$ cat src/rtl/spi_flash_master.sv
// -----------------------------------------------------------------------------
// spi_flash_master
//
// SPI mode-0 master for the M25P16 serial flash. A host hands over a stream of
// bytes; each transaction lives inside one chip-select window. Bytes go out
// MSB-first on MOSI while MISO is captured in parallel, and every received byte
// is reported with a one-cycle rx_valid pulse. CS setup, CS hold, CS deselect
// spacing and the SCK high/low times are all produced by counters, so the flash
// timing holds by construction.
//
// Ports
//   clk_i          system clock, all registers on its rising edge
//   rst_n_i        synchronous reset, active low
//   byte_valid_i   host offers byte_data_i / byte_last_i
//   byte_data_i    byte to transmit, MSB first
//   byte_last_i    offered byte closes the transaction
//   byte_ready_o   byte is taken on an edge where byte_valid_i is also high
//   rx_valid_o     one-cycle pulse, rx_data_o holds a fresh byte
//   rx_data_o      last received byte, held until the next rx_valid_o
//   busy_o         first accept until the deselect gap has elapsed
//   spi_cs_n_o     flash chip select, active low
//   spi_sck_o      flash serial clock, idles low
//   spi_mosi_o     flash D input
//   spi_miso_i     flash Q output
//   spi_hold_n_o   flash HOLD, kept inactive
// -----------------------------------------------------------------------------
module spi_flash_master #(
    parameter int CLK_DIV  = 2,
    parameter int CS_SETUP = 2,
    parameter int CS_HOLD  = 2,
    parameter int CS_IDLE  = 3
) (
    input  logic       clk_i,
    input  logic       rst_n_i,
    input  logic       byte_valid_i,
    input  logic [7:0] byte_data_i,
    input  logic       byte_last_i,
    output logic       byte_ready_o,
    output logic       rx_valid_o,
    output logic [7:0] rx_data_o,
    output logic       busy_o,
    output logic       spi_cs_n_o,
    output logic       spi_sck_o,
    output logic       spi_mosi_o,
    input  logic       spi_miso_i,
    output logic       spi_hold_n_o
);

    localparam int HW     = $clog2(CLK_DIV + 1);
    localparam int TMAX_A = (CS_SETUP > CS_HOLD) ? CS_SETUP : CS_HOLD;
    localparam int TMAX   = (TMAX_A > CS_IDLE) ? TMAX_A : CS_IDLE;
    localparam int TW     = $clog2(TMAX + 1);

    localparam logic [HW-1:0] HALF_LOAD = HW'(CLK_DIV);

    typedef enum logic [2:0] {
        ST_IDLE_GAP,
        ST_IDLE,
        ST_SETUP,
        ST_SHIFT,
        ST_NEXT,
        ST_HOLD
    } state_e;

    state_e        state_q, state_d;
    logic [TW-1:0] tcnt_q, tcnt_d;
    logic [HW-1:0] half_q, half_d;
    logic [2:0]    bit_q, bit_d;
    logic [7:0]    tx_q, tx_d;
    logic          last_q, last_d;
    logic [7:0]    shreg_q, shreg_d;
    logic [7:0]    rx_data_q, rx_data_d;
    logic          rx_valid_q, rx_valid_d;
    logic          busy_q, busy_d;
    logic          cs_n_q, cs_n_d;
    logic          sck_q, sck_d;
    logic          mosi_q, mosi_d;
    logic          accept;

    assign byte_ready_o = (state_q == ST_IDLE) || (state_q == ST_NEXT);
    assign accept       = byte_valid_i && byte_ready_o;

    assign rx_valid_o   = rx_valid_q;
    assign rx_data_o    = rx_data_q;
    assign busy_o       = busy_q;
    assign spi_cs_n_o   = cs_n_q;
    assign spi_sck_o    = sck_q;
    assign spi_mosi_o   = mosi_q;
    assign spi_hold_n_o = 1'b1;

    // State register. Reset lands in the deselect gap with the full count so
    // the first transaction after reset also sees the minimum CS-high time.
    always_ff @(posedge clk_i) begin
        if (!rst_n_i) begin
            state_q    <= ST_IDLE_GAP;
            tcnt_q     <= TW'(CS_IDLE);
            half_q     <= '0;
            bit_q      <= '0;
            tx_q       <= '0;
            last_q     <= 1'b0;
            shreg_q    <= '0;
            rx_data_q  <= '0;
            rx_valid_q <= 1'b0;
            busy_q     <= 1'b0;
            cs_n_q     <= 1'b1;
            sck_q      <= 1'b0;
            mosi_q     <= 1'b0;
        end else begin
            state_q    <= state_d;
            tcnt_q     <= tcnt_d;
            half_q     <= half_d;
            bit_q      <= bit_d;
            tx_q       <= tx_d;
            last_q     <= last_d;
            shreg_q    <= shreg_d;
            rx_data_q  <= rx_data_d;
            rx_valid_q <= rx_valid_d;
            busy_q     <= busy_d;
            cs_n_q     <= cs_n_d;
            sck_q      <= sck_d;
            mosi_q     <= mosi_d;
        end
    end

    // Next-state logic. Both counters are loaded with their full length and
    // expire when they reach 1, so a load of N spans exactly N clk cycles.
    always_comb begin
        state_d    = state_q;
        tcnt_d     = tcnt_q;
        half_d     = half_q;
        bit_d      = bit_q;
        tx_d       = tx_q;
        last_d     = last_q;
        shreg_d    = shreg_q;
        rx_data_d  = rx_data_q;
        rx_valid_d = 1'b0;
        busy_d     = busy_q;
        cs_n_d     = cs_n_q;
        sck_d      = sck_q;
        mosi_d     = mosi_q;

        case (state_q)
            ST_IDLE_GAP: begin
                if (tcnt_q <= TW'(1)) begin
                    state_d = ST_IDLE;
                    busy_d  = 1'b0;
                end else begin
                    tcnt_d = tcnt_q - TW'(1);
                end
            end

            ST_IDLE: begin
                if (accept) begin
                    tx_d    = byte_data_i;
                    last_d  = byte_last_i;
                    cs_n_d  = 1'b0;
                    mosi_d  = byte_data_i[7];
                    busy_d  = 1'b1;
                    tcnt_d  = TW'(CS_SETUP);
                    state_d = ST_SETUP;
                end
            end

            ST_SETUP: begin
                if (tcnt_q <= TW'(1)) begin
                    half_d  = HALF_LOAD;
                    bit_d   = 3'd7;
                    state_d = ST_SHIFT;
                end else begin
                    tcnt_d = tcnt_q - TW'(1);
                end
            end

            // A low half-period then a high half-period per bit. MISO is
            // captured on the rising SCK edge; the falling edge moves MOSI on,
            // except after bit 0 where the byte is handed to the host instead.
            ST_SHIFT: begin
                if (half_q <= HW'(1)) begin
                    half_d = HALF_LOAD;
                    if (!sck_q) begin
                        sck_d   = 1'b1;
                        shreg_d = {shreg_q[6:0], spi_miso_i};
                    end else begin
                        sck_d = 1'b0;
                        if (bit_q == 3'd0) begin
                            rx_data_d  = shreg_q;
                            rx_valid_d = 1'b1;
                            if (last_q) begin
                                tcnt_d  = TW'(CS_HOLD);
                                state_d = ST_HOLD;
                            end else begin
                                state_d = ST_NEXT;
                            end
                        end else begin
                            bit_d  = bit_q - 3'd1;
                            mosi_d = tx_q[bit_q - 3'd1];
                        end
                    end
                end else begin
                    half_d = half_q - HW'(1);
                end
            end

            // Chip select stays asserted while the host takes its time; the
            // next byte starts its first low phase straight away.
            ST_NEXT: begin
                if (accept) begin
                    tx_d    = byte_data_i;
                    last_d  = byte_last_i;
                    mosi_d  = byte_data_i[7];
                    half_d  = HALF_LOAD;
                    bit_d   = 3'd7;
                    state_d = ST_SHIFT;
                end
            end

            ST_HOLD: begin
                if (tcnt_q <= TW'(1)) begin
                    cs_n_d  = 1'b1;
                    tcnt_d  = TW'(CS_IDLE);
                    state_d = ST_IDLE_GAP;
                end else begin
                    tcnt_d = tcnt_q - TW'(1);
                end
            end

            default: begin
                state_d = ST_IDLE_GAP;
            end
        endcase
    end

endmodule

$ cat config.mk
export PLATFORM = sky130hd
export DESIGN_NAME = spi_flash_master
export DESIGN_NICKNAME = d
export VERILOG_FILES = /design/src/rtl/spi_flash_master.sv
export SDC_FILE = /design/constraint.sdc
export NUM_CORES = 1
export LEC_CHECK = 0
export CAP_MARGIN = 0
export CORE_MARGIN = 2
export CORE_UTILIZATION = 44
export CTS_CLUSTER_DIAMETER = 40
export CTS_CLUSTER_SIZE = 40
export DETAILED_ROUTE_END_ITERATION = 12
export GPL_ROUTABILITY_DRIVEN = 0
export PLACE_DENSITY = 0.67
export RECOVER_POWER = 50
export SLEW_MARGIN = 5
export SYNTH_ARGS = -nofsm -noshare
export SYNTH_HDL_FRONTEND = slang
export SYNTH_SLANG_ARGS = --single-unit
$ cat constraint.sdc
create_clock -name clk_i -period 3.83 [get_ports clk_i]
set_clock_uncertainty 0.2 [all_clocks]
set_input_delay 0.383 -clock clk_i [delete_from_list [all_inputs] [get_ports clk_i]]
set_output_delay 0.383 -clock clk_i [all_outputs]
set_load 0.01 [all_outputs]
==> results of run 1 <==
## per-layer routing
metal,GRT usage,vias to the layer above
li1,-,777
met3,0.0491,2
met4,0.0449,0
met5,0,-
met2,0.236,31
met1,0.212,708
## worst max-delay path, delay by kind of cell, from the launching register on
family                    cells  cell delay, ps
xor gates and xnor gates      1             230
buffers and inverters         2             580
DFF                           1             720
and+or+nand+nor               1             260
## state kept, by name, summed over array words and instances (netlist names)
signal / flops
tx_q: 8
last_q: 1
spi_sck_o: 1
state_q: 3
bit_q: 3
half_q: 2
busy_o: 1
spi_cs_n_o: 1
shreg_q: 8
spi_mosi_o: 1
tcnt_q: 2
rx_data_o: 8
rx_valid_o: 1
## cell families after synthesis
kind of cell	after synthesis
mux	21
flops	40
buf+inv	24
compound gates	45
simple gates	74
xor+xnor	3
other cells	1
fa+ha+maj	5
## worst paths after layout
path                  endpoint       start  depth (start not counted)
setup / recovery  byte_ready_o  state_q[2]                          4
hold / removal         tx_q[5]     tx_q[5]                          2
hold reg to reg        tx_q[5]     tx_q[5]                          2
setup reg to reg  rx_data_o[3]  state_q[0]                          5
## area by class of cell
type / count / area share
Multi-Input combinational cell: 149 / 0.435
Tap cell: 50 / 0.0273
Timing Repair Buffer: 28 / 0.117
Inverter: 10 / 0.0164
Clock inverter: 2 / 0.0262
Clock buffer: 5 / 0.0300
Sequential cell: 40 / 0.349
## stage by stage
step / setup WS [ps] / power, mW / hold slack [ps] / utilization
detailed placement: 1490 / 0.925 / 248 / 0.532
global route: 1060 / 1.40 / 285 / 0.562
global placement: 1510 / 0.918 / 243 / 0.532
finish: 1170 / 1.31 / 259 / 0.562
CTS: 1160 / 1.33 / 260 / 0.563
floorplan: 2070 / 0.833 / 233 / -
## power by group through the flow
| stage | registers (mW) | logic [mW] | clock network (mW) |
|---|---|---|---|
| 2_1_floorplan | 0.510 | 0.323 | 0 |
| 3_3_place_gp | 0.548 | 0.370 | 0 |
| 3_5_place_dp | 0.549 | 0.377 | 0 |
| 4_1_cts | 0.539 | 0.377 | 0.409 |
| 5_1_grt | 0.551 | 0.421 | 0.427 |
| 6_report | 0.540 | 0.371 | 0.398 |
## cell usage in the layout, fill, tap and decap left out, types with 2 or more instances in the layout
cell and instances:
sky130_fd_sc_hd__a21oi_1 19, sky130_fd_sc_hd__a22oi_1 2, sky130_fd_sc_hd__and3b_1 2, sky130_fd_sc_hd__bufinv_16 2
sky130_fd_sc_hd__clkbuf_1 2, sky130_fd_sc_hd__clkbuf_8 5, sky130_fd_sc_hd__clkdlybuf4s50_1 12, sky130_fd_sc_hd__dfxtp_1 40
sky130_fd_sc_hd__dlygate4sd3_1 14, sky130_fd_sc_hd__ha_1 5, sky130_fd_sc_hd__inv_1 10, sky130_fd_sc_hd__mux2i_1 17
sky130_fd_sc_hd__mux4_2 2, sky130_fd_sc_hd__nand2_1 25, sky130_fd_sc_hd__nand2b_1 5, sky130_fd_sc_hd__nand3_1 3
sky130_fd_sc_hd__nor2_1 22, sky130_fd_sc_hd__nor2b_1 6, sky130_fd_sc_hd__nor3_1 2, sky130_fd_sc_hd__nor3b_1 4
sky130_fd_sc_hd__o21a_1 4, sky130_fd_sc_hd__o21ai_0 5, sky130_fd_sc_hd__o221a_2 2, sky130_fd_sc_hd__o311ai_0 2
sky130_fd_sc_hd__o31ai_1 2, sky130_fd_sc_hd__xnor2_1 2
==> parameters.txt, run 1 <==
Parameter                              Value

Finish
  Fraction of layout instances using a drive strength above 1 ... 0.0598
  Area occupied by multi-input gates ... ~1000 um2
  Antenna Cells ... 0
  Post-route design area ... 0.00229 mm2
  Filler cell count ... between 300 and 400
  Post-layout nets ... between 200 and 300
  Fin cells ... ~280
  Reg area ... roughly 800 um2
  Syn-to-layout area delta ... 20.3%

Clocking
  CTS sink count ... 40
  Cell at the root of the clock tree ... sky130_fd_sc_hd__clkbuf_8
  CTS Buf Count ... 5
  CTS Hold Buffers Added ... 0
  Post-CTS Setup Inserts ... 0
  TritonCTS clock tree ... built
  Number of cells upsized or downsized after cts ... 0
  Clock-pin slew on the worst setup and hold paths ... 80 ps
  Htree depth ... 2
  Latest clock arrival within the worst-skew pair ... 290 ps
  Number of buffers between clock root and the deepest sink ... 2

Critical path
  Flop-to-flop setup slack ... 1520 ps
  Worst endpoint required time ... 3250 ps
  Critical path's slowest cell ... sky130_fd_sc_hd__dfxtp_1
  Cell chain of the critical path ... xor2_2, or2b_1, inv_1, clkdlybuf4s50_1
  Delay of the slowest cell on the worst path ... 720 ps
  Data arrival time of the critical path ... 2070 ps
  Worst setup path category ... register to output pin
  Startpoint type of the worst setup path ... register
  Maximum fanout along the worst path ... 19
  Endpoint class of the critical path ... output pin

Timing
  Crit share post-route ... 0.694
  RSZ-0062 raised after global routing ... false
  Max Clk Rate ... 0.376 GHz
  Slew @ Worst Pin ... roughly 920 ps
  Final setup viols ... 0
  Final Hold Fails ... 0
  Rel. slew slack ... 0.383
  Minimum clock period after layout ... ~2700 ps
  Number of pins with negative max-slew slack in the final report ... 0
  Setup tns final ... 0 ps

Synth
  Mean Syn Cell Area ... 8.96 um2
  Combined area of all synthesized cells ... 0.00191 mm2
  Synth Area in Adders ... 0.0328
  Largest area contributor in the synthesized netlist ... sky130_fd_sc_hd__dfxtp_1
  Most numerous cell in the Yosys netlist ... sky130_fd_sc_hd__dfxtp_1
  Top cell types by occurrence after synthesis ... sky130_fd_sc_hd__dfxtp_1 (40), sky130_fd_sc_hd__nand2_1 (25), sky130_fd_sc_hd__nor2_1 (22)
  Proportion of netlist area held by the largest area contributor ... 0.420
  Main combinational cell family by area after synthesis ... simple AND/OR/NAND/NOR gates
  Portion of netlist area occupied by mux cells ... 0.127
  Simple-gate portion of the synthesized area ... 0.188
  Warnings, synthesis ... 0
  Fraction of synthesized cell area in xor and xnor cells ... 0.0177
  Synthesized netlist cell count ... 213
  Syn Nets ... 231
  EDFF count, synth ... 0
  Portion of the post-synthesis area used by sequential elements ... 0.420
  Async set-reset flop share out of synthesis ... 0
  Complex-gate fraction of the synthesized area ... 0.156
  Register bit total from synthesis ... 40
  Leading cell types by total area after synthesis ... sky130_fd_sc_hd__dfxtp_1 (42%), sky130_fd_sc_hd__mux2i_1 (8.9%), sky130_fd_sc_hd__a21oi_1 (5.0%)
  Number of distinct standard cells referenced by the synthesized netlist ... 43
  Predominant post-synthesis flop cell ... sky130_fd_sc_hd__dfxtp_1

Die
  Initial cell density of the core ... 0.467
  Die area ... 0.00488 mm2
  Overall die height ... 69.9 um
  Core Box Area ... 0.00409 mm2
  I/O pins ... 28
  # rows ... 23
  Width of the chip ... 69.9 um

Power and ir drop
  Switching fraction of total power ... 0.306
  Switching power summed over all nets ... roughly 0.40 mW
  Power share of the combinational group ... 0.283
  Leak pwr ... 0.871 nW
  Clk pwr share ... 0.304
  Sequential group share of total power ... 0.413
  Worst ir drop on vdd ... around 0.00033 V
  Power density of the placed cells ... 570 mW/mm2
  Internal power ... 0.908 mW

Placed design
  Placed Area ... approximately 0.0022 mm2
  Placed Cells ... 277
  Number of buffers inserted by port buffering ... 26
  HPWL after detailed placement ... 2580 um

Global route
  Global-route wire length before repair ... 6240 um
  Overall track demand over capacity in global routing ... 0.155
  Number of antenna violations at the first check in global routing ... 0
  Number of global-route vias before repair ... 1365
  Aggregate global routing overflow ... 0
  Maximum number of pins on one net before global-route repair ... 32

Detailed routing
  Overall via count from detail_route ... ~1500
  Routed Wire Length ... around 3700 um
  Avg Vias per Cell ... 5.35
  Top sig layer ... met4
  Antenna Violating Nets Remaining ... 0
  Per-cell routed wire length ... 12.9 um
  DRC violation total after the first TritonRoute iteration ... 83
  Number of detailed-route iterations in the first pass ... 4
  Met1 routed wirelength after detailed routing ... ~1700 um
  Met3 WL post-DR ... 177 um
  DRC viols ... 0
  Routed length on met2 ... roughly 1700 um

Worst hold path
  Class of the worst hold path ... register to register

Flow run
  Reported max-cap violation count ... 0

Outcome
  Result of the run ... finished clean
(Power assumes the default switching activity.)
==> run 2, diff against run 1 <==
--- a/config.mk
+++ b/config.mk
@@ -12,7 +12,7 @@
 export CTS_CLUSTER_SIZE = 40
 export DETAILED_ROUTE_END_ITERATION = 12
 export GPL_ROUTABILITY_DRIVEN = 0
-export PLACE_DENSITY = 0.67
+export PLACE_DENSITY = 0.69
 export RECOVER_POWER = 50
 export SLEW_MARGIN = 5
 export SYNTH_ARGS = -nofsm -noshare
==> constraint.sdc (replaced) <==
create_clock -name clk_i -period 2.1 [get_ports clk_i]
set_clock_uncertainty 0.2 [all_clocks]
set_input_delay 0.21 -clock clk_i [delete_from_list [all_inputs] [get_ports clk_i]]
set_output_delay 0.21 -clock clk_i [all_outputs]
set_load 0.01 [all_outputs]
==> run 2 against run 1 <==
Net effect:
- hold slack worse by 7.2 ps
- clock-buffer cell count up 1
- register-to-register slack worse by 1300 ps
- total power up 82%
- sequential power up 75%
- highest routed layer unchanged
- critical path type is now register to register
- largest power group unchanged
==> parameters.txt, run 2 (same netlist as run 1, synthesis figures left out) <==
Parameter                              Value

Outcome
  Result of the run ... finished clean

Clocking
  Clock-pin slew on the worst setup and hold paths ... around 80 ps
  Latest clock arrival within the worst-skew pair ... 290 ps
  CTS Buf Count ... 5
  CTS sink count ... 40
  Cell at the root of the clock tree ... sky130_fd_sc_hd__clkbuf_8
  TritonCTS clock tree ... built
  Htree depth ... 2
  Number of buffers between clock root and the deepest sink ... 2

Power and ir drop
  Internal power ... 1.63 mW
  Power density of the placed cells ... 1010 mW/mm2
  Leak pwr ... 0.937 nW
  Power share of the combinational group ... 0.326
  Clk pwr share ... 0.279
  Switching fraction of total power ... 0.318
  Sum of internal, switching and leakage power ... ~2.4 mW
  Worst ir drop on vdd ... about 0.00050 V
  Switching power summed over all nets ... 0.759 mW
  Sequential group share of total power ... 0.395

Global route
  Global-route wire length before repair ... 6620 um
  Number of global-route vias before repair ... 1457
  Maximum number of pins on one net before global-route repair ... 32
  Overall track demand over capacity in global routing ... 0.166
  Aggregate global routing overflow ... 0
  Number of antenna violations at the first check in global routing ... 0

Critical path
  Endpoint class of the critical path ... register
  Delay of the slowest cell on the worst path ... ~460 ps
  Startpoint type of the worst setup path ... register
  Data arrival time of the critical path ... approximately 1900 ps
  Worst r2r src ... state_q[0]
  Combined buffer and inverter count along the critical path ... 1
  Launching instance or port of the critical path ... state_q[0]
  Cell chain of the critical path ... xor2_1, buf_4, mux2_4, or4b_1, a21oi_1
  Top Family by Delay on Critical Path ... simple AND/OR/NAND/NOR gates
  Worst setup path category ... register to register
  Critical path's slowest cell ... sky130_fd_sc_hd__or4b_1
  Maximum fanout along the worst path ... 3
  Worst endpoint required time ... 2120 ps

Detailed routing
  Overall via count from detail_route ... 1549
  Per-cell routed wire length ... 12.9 um
  DRC viols ... 0
  DRC violation total after the first TritonRoute iteration ... 167
  Antenna Violating Nets Remaining ... 0
  Number of detailed-route iterations in the first pass ... 4
  Routed Wire Length ... 3800 um
  Avg Vias per Cell ... 5.25

Timing
  Worst slack on hold paths ... between 200 and 300 ps
  Minimum clock period after layout ... 1850 ps
  Max Clk Rate ... between 0.5 and 0.6 GHz
  Crit share post-route ... 0.883
  Setup tns final ... 0 ps
  RSZ-0062 raised after global routing ... false
  Final setup viols ... 0
  Final Hold Fails ... 0
  Number of pins with negative max-slew slack in the final report ... 0

Die
  # rows ... 23
  Core Box Area ... 0.00409 mm2
  Overall die height ... 69.9 um
  Die area ... 0.00488 mm2
  Initial cell density of the core ... 0.467
  I/O pins ... 28
  Width of the chip ... 69.9 um

Worst hold path
  Hold Path Origin ... byte_data_i[6]
  Class of the worst hold path ... input pin to register

Finish
  Fraction of layout instances using a drive strength above 1 ... 0.114
  Finished Core Util ... 0.579
  Post-route design area ... ~0.0024 mm2
  Post-layout nets ... about 260
  Leading cell type in the layout, fill and taps excluded ... sky130_fd_sc_hd__dfxtp_1
  Antenna Cells ... 0
  Commonest non-fill, non-tap cells in the layout ... sky130_fd_sc_hd__dfxtp_1 (37), sky130_fd_sc_hd__nand2_1 (25), sky130_fd_sc_hd__nor2_1 (22)
  Syn-to-layout area delta ... 24.1%

Placed design
  Placed Area ... about 0.0022 mm2
  HPWL after detailed placement ... 2620 um
  Number of buffers inserted by port buffering ... 26

Flow run
  Reported max-cap violation count ... 0
## run 2: cell count changes in the layout (fill, tap and decap cells not counted), sizes merged
cell / before / now
dlymetal6s2s: 0 / 1
dlygate4sd3: 14 / 13
bufinv: 2 / 1
clkinv: 0 / 1
buf: 0 / 11
## run 2: repair_timing
item | 4_1_cts | 5_1_grt
setup endpoints to repair | 1 | 1
buffers inserted | 1 | 0
hold buffers | 0 | 0
pin swaps | 1 | 0
resized for setup | 1 | 4
## run 2: layout make-up
type                       count  area, um2
inverter                      10       37.5
sequential                    40        807
timing repair buffer          38        349
clock buffer                   6       82.6
fill                         373       1720
clock inverter                 2       38.8
multi-input combinational    149        990
tap                           50       62.6
## run 2: path summary, 6_finish.rpt
path	end	slack, ps	cells after the start
worst max-delay path	state_q[0]	250	5
worst min-delay path	tx_q[6]	250	3
worst max register to register	state_q[0]	250	5
worst min register to register	tx_q[6]	260	2
## run 2: tightest hold or removal path: stages
cell                              delay, ps
sky130_fd_sc_hd__clkdlybuf4s50_1        390
sky130_fd_sc_hd__nand2_1                 50
sky130_fd_sc_hd__a21oi_1                 50
## run 2: power groups by stage
stage | clock network (mW) | logic, mW | registers [mW]
floorplan | 0 | 0.589 | 0.930
global placement | 0 | 0.771 | 0.957
detailed placement | 0 | 0.775 | 0.955
CTS | 0.675 | 0.789 | 0.939
global route | 0.701 | 0.873 | 0.961
finish | 0.665 | 0.780 | 0.943
## run 2: through the flow
stage | std cells | setup slack (ps)
final | 295 | 245
after CTS | 295 | 1.78
after global routing | 295 | 141
after detailed placement | 286 | 138
after floorplan | 213 | 336
after global placement | 286 | 164
## run 2: layer usage
| metal | share of wire | routed length (um) | vias up | track usage |
|---|---|---|---|---|
| li1 | - | - | 796 | - |
| met1 | 0.51 | 1930 | 717 | 0.221 |
| met2 | 0.44 | 1650 | 29 | 0.262 |
| met3 | 0.038 | 146 | 7 | 0.0332 |
| met4 | 0.017 | 65 | 0 | 0.0705 |
| met5 | 0 | 0 | - | 0 |
==> run 3, diff against run 2 <==
--- a/config.mk
+++ b/config.mk
@@ -7,12 +7,12 @@
 export LEC_CHECK = 0
 export CAP_MARGIN = 0
 export CORE_MARGIN = 2
-export CORE_UTILIZATION = 44
+export CORE_UTILIZATION = 42
 export CTS_CLUSTER_DIAMETER = 40
 export CTS_CLUSTER_SIZE = 40
 export DETAILED_ROUTE_END_ITERATION = 12
 export GPL_ROUTABILITY_DRIVEN = 0
-export PLACE_DENSITY = 0.69
+export PLACE_DENSITY = 0.67
 export RECOVER_POWER = 50
 export SLEW_MARGIN = 5
 export SYNTH_ARGS = -nofsm -noshare
==> run 3 against run 2 <==
Net effect:
- combinational power decreased by 0.6%
- final cell count increased by 1.0%
- sequential cell count unchanged
- via count decreased by 0.71%
- sequential share of layout area decreased by 0.35 points
- non-clock buffer count increased by 1
==> parameters.txt, run 3 (same netlist as run 1, synthesis figures left out) <==
Parameter                              Value

Critical path
  Data arrival time of the critical path ... 1870 ps
  Worst endpoint required time ... 2090 ps
  Endpoint of the worst-slack reg-to-reg timing path ... bit_q[2]
  Endpoint class of the critical path ... register
  Flop-to-flop setup slack ... 220 ps
  Startpoint type of the worst setup path ... register
  FF-to-FF path depth ... 6
  Cell chain of the critical path ... inv_1, ha_1, nor3b_1, o32a_1, a21oi_1, o221a_2
  Maximum fanout along the worst path ... 5
  Worst r2r src ... tcnt_q[1]
  Worst setup path category ... register to register
  Critical path's slowest cell ... sky130_fd_sc_hd__nor3b_1
  Delay of the slowest cell on the worst path ... 360 ps

Timing
  Minimum clock period after layout ... 1880 ps
  RSZ-0062 raised after global routing ... false
  Final Hold Fails ... 0
  Final setup viols ... 0
  Worst slack on hold paths ... 258 ps
  Setup tns final ... 0 ps
  Number of pins with negative max-slew slack in the final report ... 0
  Crit share post-route ... 0.896
  Max Clk Rate ... 0.531 GHz

Finish
  Antenna Cells ... 0
  Post-layout nets ... 263
  Commonest non-fill, non-tap cells in the layout ... sky130_fd_sc_hd__dfxtp_1 (38), sky130_fd_sc_hd__nand2_1 (25), sky130_fd_sc_hd__nor2_1 (22)
  Filler cell count ... 406
  Post-route design area ... 0.00238 mm2
  Leading cell type in the layout, fill and taps excluded ... sky130_fd_sc_hd__dfxtp_1
  Finished Core Util ... 0.547
  Fraction of layout instances using a drive strength above 1 ... 0.118
  Syn-to-layout area delta ... 24.8%

Power and ir drop
  Leak pwr ... roughly 0.94 nW
  Sum of internal, switching and leakage power ... 2.39 mW
  Power density of the placed cells ... 1000 mW/mm2
  Worst ir drop on vdd ... approximately 0.00050 V

Global route
  Number of global-route vias before repair ... ~1400
  Maximum number of pins on one net before global-route repair ... 32
  Overall track demand over capacity in global routing ... 0.161
  Number of antenna violations at the first check in global routing ... 0
  Aggregate global routing overflow ... 0
  Global-route wire length before repair ... 6470 um

Placed design
  Placed Area ... about 0.0023 mm2
  Number of buffers inserted by port buffering ... 26
  HPWL after detailed placement ... ~2500 um

Die
  # rows ... 24
  Initial cell density of the core ... 0.438
  Overall die height ... about 70 um
  Core Box Area ... 0.00435 mm2
  I/O pins ... 28
  Width of the chip ... 71.4 um
  Die area ... roughly 0.005 mm2

Clocking
  CTS Hold Buffers Added ... 0
  Cell at the root of the clock tree ... sky130_fd_sc_hd__clkbuf_8
  TritonCTS clock tree ... built
  Clock-pin slew on the worst setup and hold paths ... around 80 ps
  CTS sink count ... 40
  Latest clock arrival within the worst-skew pair ... 290 ps
  Htree depth ... 2
  CTS Buf Count ... 5
  Number of buffers between clock root and the deepest sink ... 2

Flow run
  Reported max-cap violation count ... 0

Detailed routing
  DRC violation total after the first TritonRoute iteration ... 108
  Per-cell routed wire length ... 12.7 um
  Avg Vias per Cell ... 5.16
  DRC viols ... 0
  Number of detailed-route iterations in the first pass ... 4
  Overall via count from detail_route ... 1538
  Antenna Violating Nets Remaining ... 0
  Routed Wire Length ... around 3800 um

Outcome
  Result of the run ... finished clean

Worst hold path
  Class of the worst hold path ... register to register
  Worst min-delay path endpoint ... tx_q[1]
  Cell count of the worst hold path ... 2
  Hold Path Origin ... tx_q[1]
## run 3: cell count changes in the layout (fill, tap and decap cells not counted)
cell | previous run | this run
sky130_fd_sc_hd__xor2_2 | 0 | 1
sky130_fd_sc_hd__buf_4 | 11 | 12
sky130_fd_sc_hd__dlygate4sd3_1 | 13 | 12
sky130_fd_sc_hd__dfxtp_4 | 1 | 0
sky130_fd_sc_hd__xor2_1 | 1 | 0
sky130_fd_sc_hd__dfxtp_1 | 37 | 38
sky130_fd_sc_hd__clkdlybuf4s50_1 | 12 | 13
## run 3: layout make-up
type | count | area [um2] | area share
clock buffer | 6 | 82.6 | 0.0347
clock inverter | 2 | 38.8 | 0.0163
inverter | 10 | 37.5 | 0.0158
multi-input combinational | 149 | 997 | 0.419
sequential | 40 | 803 | 0.337
tap | 52 | 65.1 | 0.0273
timing repair buffer | 39 | 357 | 0.150
## run 3: worst max-delay path, delay by kind of cell (launching register included)
kind            cells  cell delay [ps]
simple gates        1              360
fa+ha+maj           1              220
buf+inv             1               40
compound gates      3              630
flops               1              330
## run 3: how the worst max path moves through the flow
stage	start	end	slack [ps]	cells past startpoint
2_1_floorplan	state_q[2]	state_q[0]	340	5
3_3_place_gp	byte_valid_i	tcnt_q[1]	160	5
3_5_place_dp	byte_valid_i	state_q[0]	150	5
4_1_cts	state_q[0]	byte_ready_o	20	4
5_1_grt	tcnt_q[1]	bit_q[1]	110	6
6_report	tcnt_q[1]	bit_q[2]	220	6
## run 3: stage by stage
step,instances,worst slack (ps)
2_1_floorplan,213,336
3_3_place_gp,289,164
3_5_place_dp,289,149
4_1_cts,298,17.1
5_1_grt,298,112
6_report,298,218
## run 3: what timing repair did
action / in CTS / in global routing
setup endpoints to repair: 1 / 1
setup buffers: 1 / 0
pin swaps: 1 / 0
gates resized for setup: 1 / 3
## run 3: layer usage
layer / GRT usage / routed length, um / up-vias
met1: 0.207 / 1870 / 711
li1: - / - / 800
met2: 0.254 / 1740 / 25
met5: 0 / 0 / -
met4: 0.0629 / 29 / 0
met3: 0.0478 / 131 / 2
## run 3: power by group
group	internal (mW)	switching (mW)
Clock	0.389	0.275
Sequential	0.848	0.0993
Combinational	0.385	0.390
Total	1.62	0.765
